File: src/rtl/pulse_period_meter_pkg.sv
// Shared constants for the pulse period meter: default counter width and FSM encodings.
package pulse_period_meter_pkg;

    localparam int unsigned PPM_DEFAULT_WIDTH = 16;
    localparam int unsigned PPM_STATE_W       = 2;

    localparam logic [PPM_STATE_W-1:0] S_IDLE    = 2'd0;
    localparam logic [PPM_STATE_W-1:0] S_ARM     = 2'd1;
    localparam logic [PPM_STATE_W-1:0] S_MEASURE = 2'd2;

endpackage

File: src/rtl/pulse_period_meter_rise_edge_detect.sv
// Rising-edge detector for a signal already synchronous to clk.
module rise_edge_detect (
    input  logic clk,
    input  logic reset,
    input  logic din,
    output logic rise
);

    logic pulse_d;

    // One-cycle delayed copy of the input.
    always_ff @(posedge clk) begin
        if (reset) begin
            pulse_d <= 1'b0;
        end else begin
            pulse_d <= din;
        end
    end

    assign rise = din & ~pulse_d;

endmodule

File: src/rtl/pulse_period_meter.sv
// Measures clk cycles between consecutive rising edges of pulse_in and hands each
// result to a valid/ready consumer; flags dropped results and counter saturation.
module pulse_period_meter
    import pulse_period_meter_pkg::*;
#(
    parameter int unsigned WIDTH = PPM_DEFAULT_WIDTH
) (
    input  logic             clk,
    input  logic             reset,
    input  logic             en,
    input  logic             pulse_in,
    output logic [WIDTH-1:0] period,
    output logic             period_valid,
    input  logic             period_ready,
    output logic             overrun,
    output logic             timeout,
    output logic             armed
);

    localparam logic [WIDTH-1:0] CNT_MAX = '1;

    logic                   rise;
    logic [PPM_STATE_W-1:0] state;
    logic [PPM_STATE_W-1:0] state_next;
    logic [WIDTH-1:0]       cnt;
    logic                   capture_c;
    logic                   saturate_c;

    rise_edge_detect u_rise_edge_detect (
        .clk   (clk),
        .reset (reset),
        .din   (pulse_in),
        .rise  (rise)
    );

    // State register.
    always_ff @(posedge clk) begin
        if (reset) begin
            state <= S_IDLE;
        end else begin
            state <= state_next;
        end
    end

    // Next-state decode plus capture/saturation strobes.
    always_comb begin
        state_next = state;
        capture_c  = 1'b0;
        saturate_c = 1'b0;
        if (!en) begin
            state_next = S_IDLE;
        end else begin
            case (state)
                S_IDLE: begin
                    state_next = S_ARM;
                end
                S_ARM: begin
                    if (rise) begin
                        state_next = S_MEASURE;
                    end
                end
                S_MEASURE: begin
                    if (rise) begin
                        capture_c = 1'b1;
                    end else if (cnt == CNT_MAX) begin
                        saturate_c = 1'b1;
                        state_next = S_ARM;
                    end
                end
                default: begin
                    state_next = S_IDLE;
                end
            endcase
        end
    end

    // Cycle counter: restarts at 1 on every edge, cleared when idle or saturated.
    always_ff @(posedge clk) begin
        if (reset) begin
            cnt <= '0;
        end else if (!en) begin
            cnt <= '0;
        end else begin
            case (state)
                S_ARM: begin
                    cnt <= rise ? WIDTH'(1) : '0;
                end
                S_MEASURE: begin
                    if (rise) begin
                        cnt <= WIDTH'(1);
                    end else if (saturate_c) begin
                        cnt <= '0;
                    end else begin
                        cnt <= cnt + WIDTH'(1);
                    end
                end
                default: begin
                    cnt <= '0;
                end
            endcase
        end
    end

    // Result register with handshake, sticky overrun, timeout strobe and armed flag.
    always_ff @(posedge clk) begin
        if (reset) begin
            period       <= '0;
            period_valid <= 1'b0;
            overrun      <= 1'b0;
            timeout      <= 1'b0;
            armed        <= 1'b0;
        end else begin
            timeout <= saturate_c;
            armed   <= (state_next == S_MEASURE);
            if (!en) begin
                overrun <= 1'b0;
            end
            if (capture_c) begin
                if (!period_valid || period_ready) begin
                    period       <= cnt;
                    period_valid <= 1'b1;
                end else begin
                    overrun <= 1'b1;
                end
            end else if (period_valid && period_ready) begin
                period_valid <= 1'b0;
            end
        end
    end

endmodule

File: config.mk
export PLATFORM = sky130hd
export DESIGN_NAME = pulse_period_meter
export DESIGN_NICKNAME = d
export VERILOG_FILES = /design/src/rtl/pulse_period_meter_pkg.sv /design/src/rtl/pulse_period_meter_rise_edge_detect.sv /design/src/rtl/pulse_period_meter.sv
export SDC_FILE = /design/constraint.sdc
export NUM_CORES = 1
export LEC_CHECK = 0
export ABC_AREA = 1
export CAP_MARGIN = 20
export CORE_MARGIN = 2
export CORE_UTILIZATION = 45
export DETAILED_ROUTE_END_ITERATION = 12
export GPL_TIMING_DRIVEN = 0
export HOLD_SLACK_MARGIN = 0.03
export PLACE_DENSITY = 0.71
export SLEW_MARGIN = 20
export SYNTH_ARGS = -nofsm -noshare
export SYNTH_HDL_FRONTEND = slang
export SYNTH_SLANG_ARGS = --single-unit
File: constraint.sdc
create_clock -name clk -period 1.47 [get_ports clk]
set_input_delay 0.441 -clock clk [delete_from_list [all_inputs] [get_ports clk]]
set_output_delay 0.441 -clock clk [all_outputs]
set_load 0.005 [all_outputs]
Yosys cells after proc, flatten, opt, wreduce, memory -nomap -nowiden
Index checks and enable logic that the tools add are counted.

storage, ports and cells
  bits of input ports = 5
  logic and storage cells = 47
  output and inout port bits = 20
  register bits = 39

cells by class
  add/sub/neg operators = 1
  muxes and demuxes = 22
  equal/unequal tests = 5
  bitwise logic cells = 3
  reductions and logical operators = 8

operator list
  cell                                                             number
  16-bit 2-to-1 mux                                                2
  16-bit case mux with 2 select lines                              1
  16-bit by 1-bit adder with 16-bit output, second input constant  1
  16-bit == test, second input constant                            1
  1-bit 2-to-1 mux                                                 14
  2-bit 2-to-1 mux                                                 4
  2-bit case mux with 3 select lines                               1
  2-bit == test, second input constant                             2
  2-bit AND reduction                                              2
  2-bit by 1-bit == test with 1-bit output, second input constant  1
  2-bit zero test                                                  1
  2-bit by 1-bit != test with 1-bit output, second input constant  1
  1-bit NOT                                                        2
  2-bit nonzero test                                               1
  2-bit OR reduction                                               1
  1-bit bitwise AND                                                1
  1-bit logical AND                                                1
  1-bit zero test                                                  1
  1-bit logical OR                                                 1

Logic depth before layout (Yosys ltp)
Gate-level depths: netlist of the first run.

  depth in word-level cells = 8
  mapped depth = 9
  mapped depth without buffers = 9

Modules after synthesis
A second synthesis of the first run with hierarchy kept.

unflattened totals
  cells, all modules = 236
  area, all modules = 1,811.7 um^2

by module, submodules not included
  module              area each (um^2)  times used  cells an instance  sequential area each (um^2)
  pulse_period_meter  1,780.5           1           232                760.7
  rise_edge_detect    31.3              1           4                  20.0

Worst setup path before layout of the first run
No wires, ideal clock.

  kind = register to register
  from = reg cnt[0]
  to = reg cnt[13]
  buffers on the path = 1
  required time = 1.353 ns
  cell stages (with the launch flop) = 8
  period minus slack after synthesis = 1.413 ns
  path slack = 0.057 ns
  arrival = 1.296 ns
  library setup time = 0.117 ns
  path through = dfxtp_1 -> ha_1 -> nand3_4 -> nor2_8 -> nand4_2 -> nand2_2 -> buf_12 -> nor2_2

on the way
  longest elaborated chain between the ends = 8
  elaborated cells on any way between the ends = 9
  classes of those cells = 1 x add/sub; 1 x eq/ne; 7 x mux

RTL lines
  what                                     RTL line                  RTL
  start, declared                          pulse_period_meter.sv:25  logic [WIDTH-1:0] cnt;
  start signal, assigned                   pulse_period_meter.sv:86  cnt <= rise ? WIDTH'(1) : '0;
  start signal, assigned                   pulse_period_meter.sv:94  cnt <= cnt + WIDTH'(1);
  16-bit == test                           pulse_period_meter.sv:65  end else if (cnt == CNT_MAX) begin
  1-bit 2-to-1 mux                         pulse_period_meter.sv:65
  1-bit 2-to-1 mux                         pulse_period_meter.sv:63  if (rise) begin
  1-bit 2-to-1 mux                         pulse_period_meter.sv:53  case (state)
  1-bit 2-to-1 mux                         pulse_period_meter.sv:50  if (!en) begin
  16-bit 2-to-1 mux (*)                    pulse_period_meter.sv:91  end else if (saturate_c) begin
  16-bit 2-to-1 mux (*)                    pulse_period_meter.sv:89  if (rise) begin
  16-bit case mux with 2 select lines (*)  pulse_period_meter.sv:84  case (state)

Every way passes the cells marked *; elsewhere a longest branch is shown, timed or not.
A chain may end at the register's enable or synchronous reset.

Worst setup path in the final report of the first run
  from = reg state[1]
  to = reg period[15]

on the way
  longest elaborated chain between the ends = 4

RTL lines
  what                                  RTL line                   RTL
  start, declared                       pulse_period_meter.sv:23   logic [PPM_STATE_W-1:0] state;
  start signal, assigned                pulse_period_meter.sv:41   state <= state_next;
  2-bit == test                         pulse_period_meter.sv:53
  1-bit 2-to-1 mux                      pulse_period_meter.sv:53
  1-bit 2-to-1 mux                      pulse_period_meter.sv:50
  2-bit AND reduction (no source line)  n/a
  end signal, assigned                  pulse_period_meter.sv:120  period <= cnt;
  end, declared                         pulse_period_meter.sv:12   output logic [WIDTH-1:0] period,

No other way between the ends.

==> results.toml, run 1 <==
[pwr]
leakage_nw = 1.09
power_density_nw_per_um2 = 845
ir_worst_vdd_uv = 622
power.total_mw = 2.06

[worst_setup_path]
worstPathArrival_ns = 1.65
end_kind = "flop"
start_kind = "flop"
worst-setup-path-type = "flop to flop"
cp_max_fo = 7
crit_required_ns = 1.70

[die]
die_x_microns = 66.7
ioPinCount = 25
core_sq_um = 3720
fp.dieH_microns = 66.7
initial_core_util_pct = 47.6
rows = 22
die_area_sq_um = 4450

[synth]
synth.area.mux_share_pct = 0
yosysUniqueCellTypes = 28
synth_xor_area_share_pct = 5.94
yosys.area_share.simple_pct = 26.8
syn_area_sq_um = 1770
synth_top_family_by_area = "simple AND/OR/NAND/NOR gates"
syn_nets = 229
yosys.area_share.adder_pct = 3.54
ys_seq_area_share_pct = 44.2
synth_compound_area_share_pct = 10.4
avgSynthCellArea_sq_um = 8.07
synth-seq-cells = 39
ys_warn_count = 0
syn-instance-count = 219

[clock_network]
cts_hold_buf = 0
numCtsBuffers = 5
clkTransAtPathRegs_ns = 0.08
clockBufferDepth = 2
insertion_delay_ns = 0.29
cts_sinks = 39
cts_tree = "yes"
cts_max_level = 2
root_buffer = "clkbuf_8"

[place]
dpl_worst_slack_ns = -0.572
hpwl_microns = 2600
place_area_sq_um = 2070
place.gp.congestion = 0.777
io_buffers = 24
place_inst = 291

[timing]
hold_viol = 0
final_critical_path_setup_slack_ns = 0.0476
worstMarginPinSlew_ns = 0.347
setup_viol = 0
drv_slew = 0
slew_headroom_pct = 76.9
fmax_ghz = 0.703
rsz0062_at_grt = "yes"
min_period_ns = 1.42
finalCritPeriodShare_pct = 96.8
skew_ns = 0.00584

[finish]
drive_above_1_share_pct = 29.2
layout_commonest_cell = "nand2_1"
final_core_util_pct = 65.6
fill_cells = 336
finalNonFillerCells = 315
final_area_sq_um = 2440
nets = 276
synthToLayoutAreaGrowth_pct = 37.9
final_cell_mix = "28 x nand2_1, 26 x nor2_1, 24 x inv_1"
antenna_cells = 0

[drt]
vias_per_cell = 4.85
wirelength_microns = 3990
firstDrtPassIters = 5
via_count = 1528
drc_errors = 0
ant_nets = 0
drt_iter0_markers = 70
wl_per_cell_microns = 12.7

[min_path]
hp-class = "flop to flop"

[global_route]
grt_usage_pct = 18.6
grt_pass1_vias = 1345
antenna_found_initial = 0
grt_max_degree = 13
grt_overflow = 0
grt_pass1_wl_microns = 6130

[outcome]
status = "complete, no violations"

[run]
maxCapViolations = 0
## worst paths after layout
path | startpoint | depth (start not counted) | slack, ns | to
worst min register to register | overrun | 2 | 0.50 | overrun
worst max register to register | state[1] | 7 | 0.05 | period[15]
worst max-delay path | state[1] | 7 | 0.05 | period[15]
worst min-delay path | overrun | 2 | 0.50 | overrun
## routing by layer
layer / global-route usage [%] / up-vias / share of wire [%]
met3: 5.74 / 4 / 3.4
li1: - / 790 / -
met5: 0 / - / 0
met2: 30.9 / 28 / 50
met1: 22.6 / 706 / 45
met4: 6.38 / 0 / 0.98
## through the flow
step | hold WS, ns | setup TNS [ns]
6_report | 0.497 | 0
4_1_cts | 0.482 | 0
3_3_place_gp | 0.456 | -15.97
3_5_place_dp | 0.470 | -16.74
2_1_floorplan | 0.461 | 0
5_1_grt | 0.529 | -0.251
## cell families (layout without fill, tap and decap cells)
group | Yosys count | count (layout)
simple gates | 92 | 92
flops | 39 | 39
compound gates | 36 | 36
buf+inv | 35 | 83
xor+xnor | 12 | 12
fa+ha+maj | 5 | 5
## cells in the mapped netlist
master,count,area share (%)
nand3_1,6,1.7
buf_12,1,1.1
nor3_2,1,0.57
ha_1,5,3.5
inv_1,29,6.2
o21ai_1,1,0.28
nor3_1,4,1.1
nor4_1,1,0.35
a31oi_1,1,0.35
buf_6,2,1.3
o21ai_0,19,5.4
a21oi_1,14,4.0
dfxtp_1,39,44
or2_2,1,0.35
nor2_1,28,5.9
inv_2,2,0.42
nor2_8,1,1.1
xor2_1,9,4.5
nand4_2,1,0.71
nor2_2,10,3.5
nand3_4,1,0.99
xnor2_1,3,1.5
nand2_1,28,5.9
nand4_1,5,1.8
a21boi_0,1,0.42
clkbuf_1,1,0.21
nand2_2,2,0.71
nor2_4,3,1.9
## critical path: stages, from the launching register on
cell and delay [ns]:
dfxtp_2 0.36, buf_6 0.10, ha_4 0.17, nand3_2 0.12, nor2_4 0.25, buf_6 0.16
o21ai_0 0.08, a21oi_1 0.13
## flip-flops by register name, summed over array words and instances, names as in the netlist
name	cells
cnt	16
armed	1
u_rise_edge_detect.pulse_d	1
state	2
period	16
overrun	1
timeout	1
period_valid	1
## final cells by class
class	count	area, sq um	share of cell area (%)
clock buffer	6	82.6	3.39
sequential	39	806	33.0
multi-input combinational	145	925	37.9
clock inverter	2	35.0	1.44
buffer	4	46.3	1.90
tap	48	60.1	2.46
inverter	31	123	5.03
timing repair buffer	40	362	14.8
## timing repair
action                                  CTS  global route
pin swaps                                 2             5
setup buffers                             7             7
gates cloned                              1             1
endpoints found under the setup margin   54            31
gates resized for setup                  40            28
## power by group
part	total [mW]	switching [mW]	internal (mW)
logic	0.0713	0.0407	0.0305
clock network	0.932	0.383	0.549
registers	1.06	0.00299	1.06
Note: power is estimated with default switching activity, not from simulation.
==> run 2, diff against run 1 <==
- SKIP_LAST_GASP: default -> 1
==> results.toml, run 2 (synthesized netlist as in run 1, its figures left out) <==
[die]
core_sq_um = 3720
die_area_sq_um = 4450
rows = 22
ioPinCount = 25
fp.dieH_microns = 66.7
initial_core_util_pct = 47.6
die_x_microns = 66.7

[pwr]
power_density_nw_per_um2 = 845
combPwrFrac_pct = 3.5
p_sw_share_pct = 20.7
clockPowerShare_pct = 45.2
internal-power_mw = 1.64
netSwitchingPower_uw = 426
ir_worst_vdd_uv = 622
leakage_nw = 1.09
seqPwrFrac_pct = 51.3

[worst_setup_path]
end_kind = "flop"
crit_required_ns = 1.70
cp_max_fo = 7
worst-setup-path-type = "flop to flop"
start_kind = "flop"
worstPathArrival_ns = 1.65

[finish]
drive_above_1_share_pct = 29.2
reg_top3 = "cnt: 16 flops, period: 16 flops, state: 2 flops"
synthToLayoutAreaGrowth_pct = 37.9
final_cell_mix = "28 x nand2_1, 26 x nor2_1, 24 x inv_1"
layout_commonest_cell = "nand2_1"
nets = 276
finalNonFillerCells = 315
antenna_cells = 0
final_area_sq_um = 2440

[clock_network]
clkTransAtPathRegs_ns = 0.08
root_buffer = "clkbuf_8"
insertion_delay_ns = 0.29
cts_tree = "yes"
clockBufferDepth = 2
numCtsBuffers = 5
cts_max_level = 2
cts_sinks = 39

[timing]
finalSetupTns_ns = 0
worstMarginPinSlew_ns = 0.347
drv_slew = 0
finalCritPeriodShare_pct = 96.8
fmax_ghz = 0.703
min_period_ns = 1.42
setup_viol = 0
rsz0062_at_grt = "yes"
slew_headroom_pct = 76.9
skew_ns = 0.00584
hold_viol = 0

[global_route]
antenna_found_initial = 0
grt_max_degree = 13
grt_pass1_vias = 1345
grt_usage_pct = 18.6
grt_overflow = 0
grt_pass1_wl_microns = 6130

[drt]
firstDrtPassIters = 5
ant_nets = 0
drt_iter0_markers = 71
via_count = 1527
wl_per_cell_microns = 12.7
drc_errors = 0
vias_per_cell = 4.85
wirelength_microns = 3990

[outcome]
status = "complete, no violations"

[run]
maxCapViolations = 0

[min_path]
hp-class = "flop to flop"

[place]
hpwl_microns = 2600
place.gp.congestion = 0.777
io_buffers = 24
place_area_sq_um = 2070
place_inst = 291
==> run 2: path summary, 6_finish.rpt <==
kind | startpoint | to | slack (ns) | depth (start not counted)
max | state[1] | period[15] | 0.05 | 7
min | overrun | overrun | 0.50 | 2
max reg2reg | state[1] | period[15] | 0.05 | 7
min reg2reg | overrun | overrun | 0.50 | 2
==> run 2: through the flow <==
stage | setup WS (ns) | utilization (%) | hold WS (ns) | total power [mW]
after floorplan | 0.0574 | - | 0.461 | 1.11
after global placement | -0.570 | 55.7 | 0.456 | 1.14
after detailed placement | -0.572 | 55.7 | 0.470 | 1.14
after CTS | 0.00703 | 61.1 | 0.482 | 2.06
after global routing | -0.0589 | 65.6 | 0.529 | 2.13
final | 0.0477 | 65.6 | 0.497 | 2.06
==> run 2: critical path, cell delays in order, from the launching register on <==
cell and delay [ns]:
dfxtp_2 0.36, buf_6 0.10, ha_4 0.17, nand3_2 0.12, nor2_4 0.25, buf_6 0.16, o21ai_0 0.08, a21oi_1 0.13
==> run 2: per-layer routing <==
layer	global-route usage [%]	wire length, microns	vias to the layer above
met5	0	0	-
met4	6.38	39	0
li1	-	-	790
met2	30.9	2000	28
met3	5.74	136	4
met1	22.6	1810	705
==> run 2: final cells by class <==
cell class / instances / area [sq um]
plain buffers: 4 / 46.3
clock buffers: 6 / 82.6
clock inverters: 2 / 35.0
fillers: 336 / 1280
inverters: 31 / 123
multi-input cells: 145 / 925
flip-flops and latches: 39 / 806
well taps: 48 / 60.1
repair buffers: 40 / 362
==> run 2: timing repair <==
| action | 4_1_cts | 5_1_grt |
|---|---|---|
| resized for setup | 40 | 28 |
| cloned | 1 | 1 |
| endpoints found under the setup margin | 54 | 31 |
| buffers inserted | 7 | 7 |
| hold buffers | 0 | 0 |
| pin swaps | 2 | 5 |
| hold endpoints to repair | 0 | 0 |
==> run 2: power by group through the flow <==
stage / sequential (mW) / clock [mW] / combinational (mW)
after global routing: 1.06 / 0.993 / 0.0788
after global placement: 1.09 / 0 / 0.0494
after detailed placement: 1.09 / 0 / 0.0501
final: 1.06 / 0.932 / 0.0713
after floorplan: 1.09 / 0 / 0.0271
after CTS: 1.06 / 0.939 / 0.0582
==> run 3, diff against run 2 <==
==> constraint.sdc (replaced) <==
create_clock -name clk -period 1.47 [get_ports clk]
set_input_delay 0.441 -clock clk [delete_from_list [all_inputs] [get_ports clk]]
set_output_delay 0.441 -clock clk [all_outputs]
set_load 0.05 [all_outputs]
==> results.toml, run 3 (synthesized netlist as in run 1, its figures left out) <==
[worst_setup_path]
cp_cell_sequence = "clkdlybuf4s18_2"
worst-setup-path-type = "flop to primary output"
path_buf_inv = 1
critical-path-top-delay-family = "buffers and inverters"
ff2ff_path_depth = 7
start_kind = "flop"
crit_cells = 1
slowest_delay_ns = 0.37
cp_slowest_cell = "clkdlybuf4s18_2"
worstPathArrival_ns = 1.00
end_kind = "primary output"
cp_max_fo = 2
crit_required_ns = 1.03

[timing]
hold_viol = 0
slew_headroom_pct = 76.8
worstMarginPinSlew_ns = 0.347
drv_slew = 0
fmax_ghz = 0.695
final_critical_path_setup_slack_ns = 0.0309
min_period_ns = 1.44
setup_viol = 0
finalCritPeriodShare_pct = 97.9
skew_ns = 0.00492
rsz0062_at_grt = "yes"

[place]
place.gp.congestion = 0.777
hpwl_microns = 2600
io_buffers = 24
dpl_worst_slack_ns = -0.572

[clock_network]
cts_hold_buf = 0
cts_tree = "yes"
cts_max_level = 2
numCtsBuffers = 5
cts_sinks = 39
insertion_delay_ns = 0.29
root_buffer = "clkbuf_8"
clockBufferDepth = 2
clkTransAtPathRegs_ns = 0.08

[die]
initial_core_util_pct = 47.6
core_sq_um = 3720
die_x_microns = 66.7
ioPinCount = 25
rows = 22
die_area_sq_um = 4450
fp.dieH_microns = 66.7

[drt]
drc_errors = 0
drt_iter0_markers = 65
ant_nets = 0
vias_per_cell = 4.88
firstDrtPassIters = 4
wirelength_microns = 3950
via_count = 1536
wl_per_cell_microns = 12.5

[pwr]
ir_worst_vdd_uv = 622
power_density_nw_per_um2 = 837
power.total_mw = 2.06
leakage_nw = 1.01

[global_route]
antenna_found_initial = 0
grt_overflow = 0
grt_pass1_vias = 1334
grt_usage_pct = 18.4
grt_pass1_wl_microns = 6070
grt_max_degree = 13

[finish]
antenna_cells = 0
final_cell_mix = "28 x nand2_1, 27 x dfxtp_1, 26 x nor2_1"
nets = 276
drive_above_1_share_pct = 35.2
synthToLayoutAreaGrowth_pct = 39.1
final_core_util_pct = 66.2
layout_commonest_cell = "nand2_1"
reg_top3 = "cnt: 16 flops, period: 16 flops, state: 2 flops"

[min_path]
min_path_cells = 2
hp-class = "flop to flop"

[outcome]
status = "complete, no violations"

[run]
maxCapViolations = 0
run 3: metal layers:
layer / global-route usage [%] / vias up / wire length (microns)
met5: 0 / - / 0
met4: 6.12 / 0 / 68
met3: 5.57 / 8 / 142
met2: 30.6 / 33 / 1970
met1: 22.7 / 704 / 1770
li1: - / 791 / -
run 3: what timing repair did:
| action | 4_1_cts | 5_1_grt |
|---|---|---|
| setup buffers | 7 | 7 |
| resized for setup | 76 | 38 |
| endpoints found under the setup margin | 54 | 37 |
| pin swaps | 2 | 5 |
| cloned | 1 | 1 |
run 3: final cells by class:
| cell class | count | area (sq um) |
|---|---|---|
| tap | 48 | 60.1 |
| sequential | 39 | 801 |
| clock buffer | 6 | 82.6 |
| buffer | 4 | 46.3 |
| timing repair buffer | 40 | 388 |
| clock inverter | 2 | 35.0 |
| multi-input combinational | 145 | 925 |
| inverter | 31 | 123 |
| fill | 323 | 1260 |
run 3: power breakdown:
part | leakage, nW | switching [mW] | internal (mW) | total (mW)
clock | 0.0612 | 0.379 | 0.549 | 0.928
combinational | 0.627 | 0.0423 | 0.0307 | 0.0731
sequential | 0.321 | 0.00301 | 1.06 | 1.06
total | 1.01 | 0.424 | 1.64 | 2.06
run 3: worst paths after layout:
| kind | from | to | slack [ns] |
|---|---|---|---|
| worst min-delay path | overrun | overrun | 0.50 |
| worst min register to register | overrun | overrun | 0.50 |
| worst max-delay path | period[9] | period[9] | 0.03 |
| worst max register to register | state[1] | cnt[8] | 0.06 |
run 3: per-stage QoR:
step | TNS, ns | cell area, sq um | hold WS (ns) | instances
final | 0 | 2460 | 0.498 | 315
after global routing | -0.228 | 2460 | 0.529 | 315
after CTS | 0 | 2310 | 0.487 | 307
after detailed placement | -18.18 | 2070 | 0.470 | 291
after global placement | -17.33 | 2070 | 0.456 | 291
after floorplan | 0 | 1770 | 0.461 | 219
run 3: worst min-delay path: stages, from the launching register on:
cell and delay, ns:
dfxtp_1 0.34, a31oi_1 0.05, nor2_1 0.07
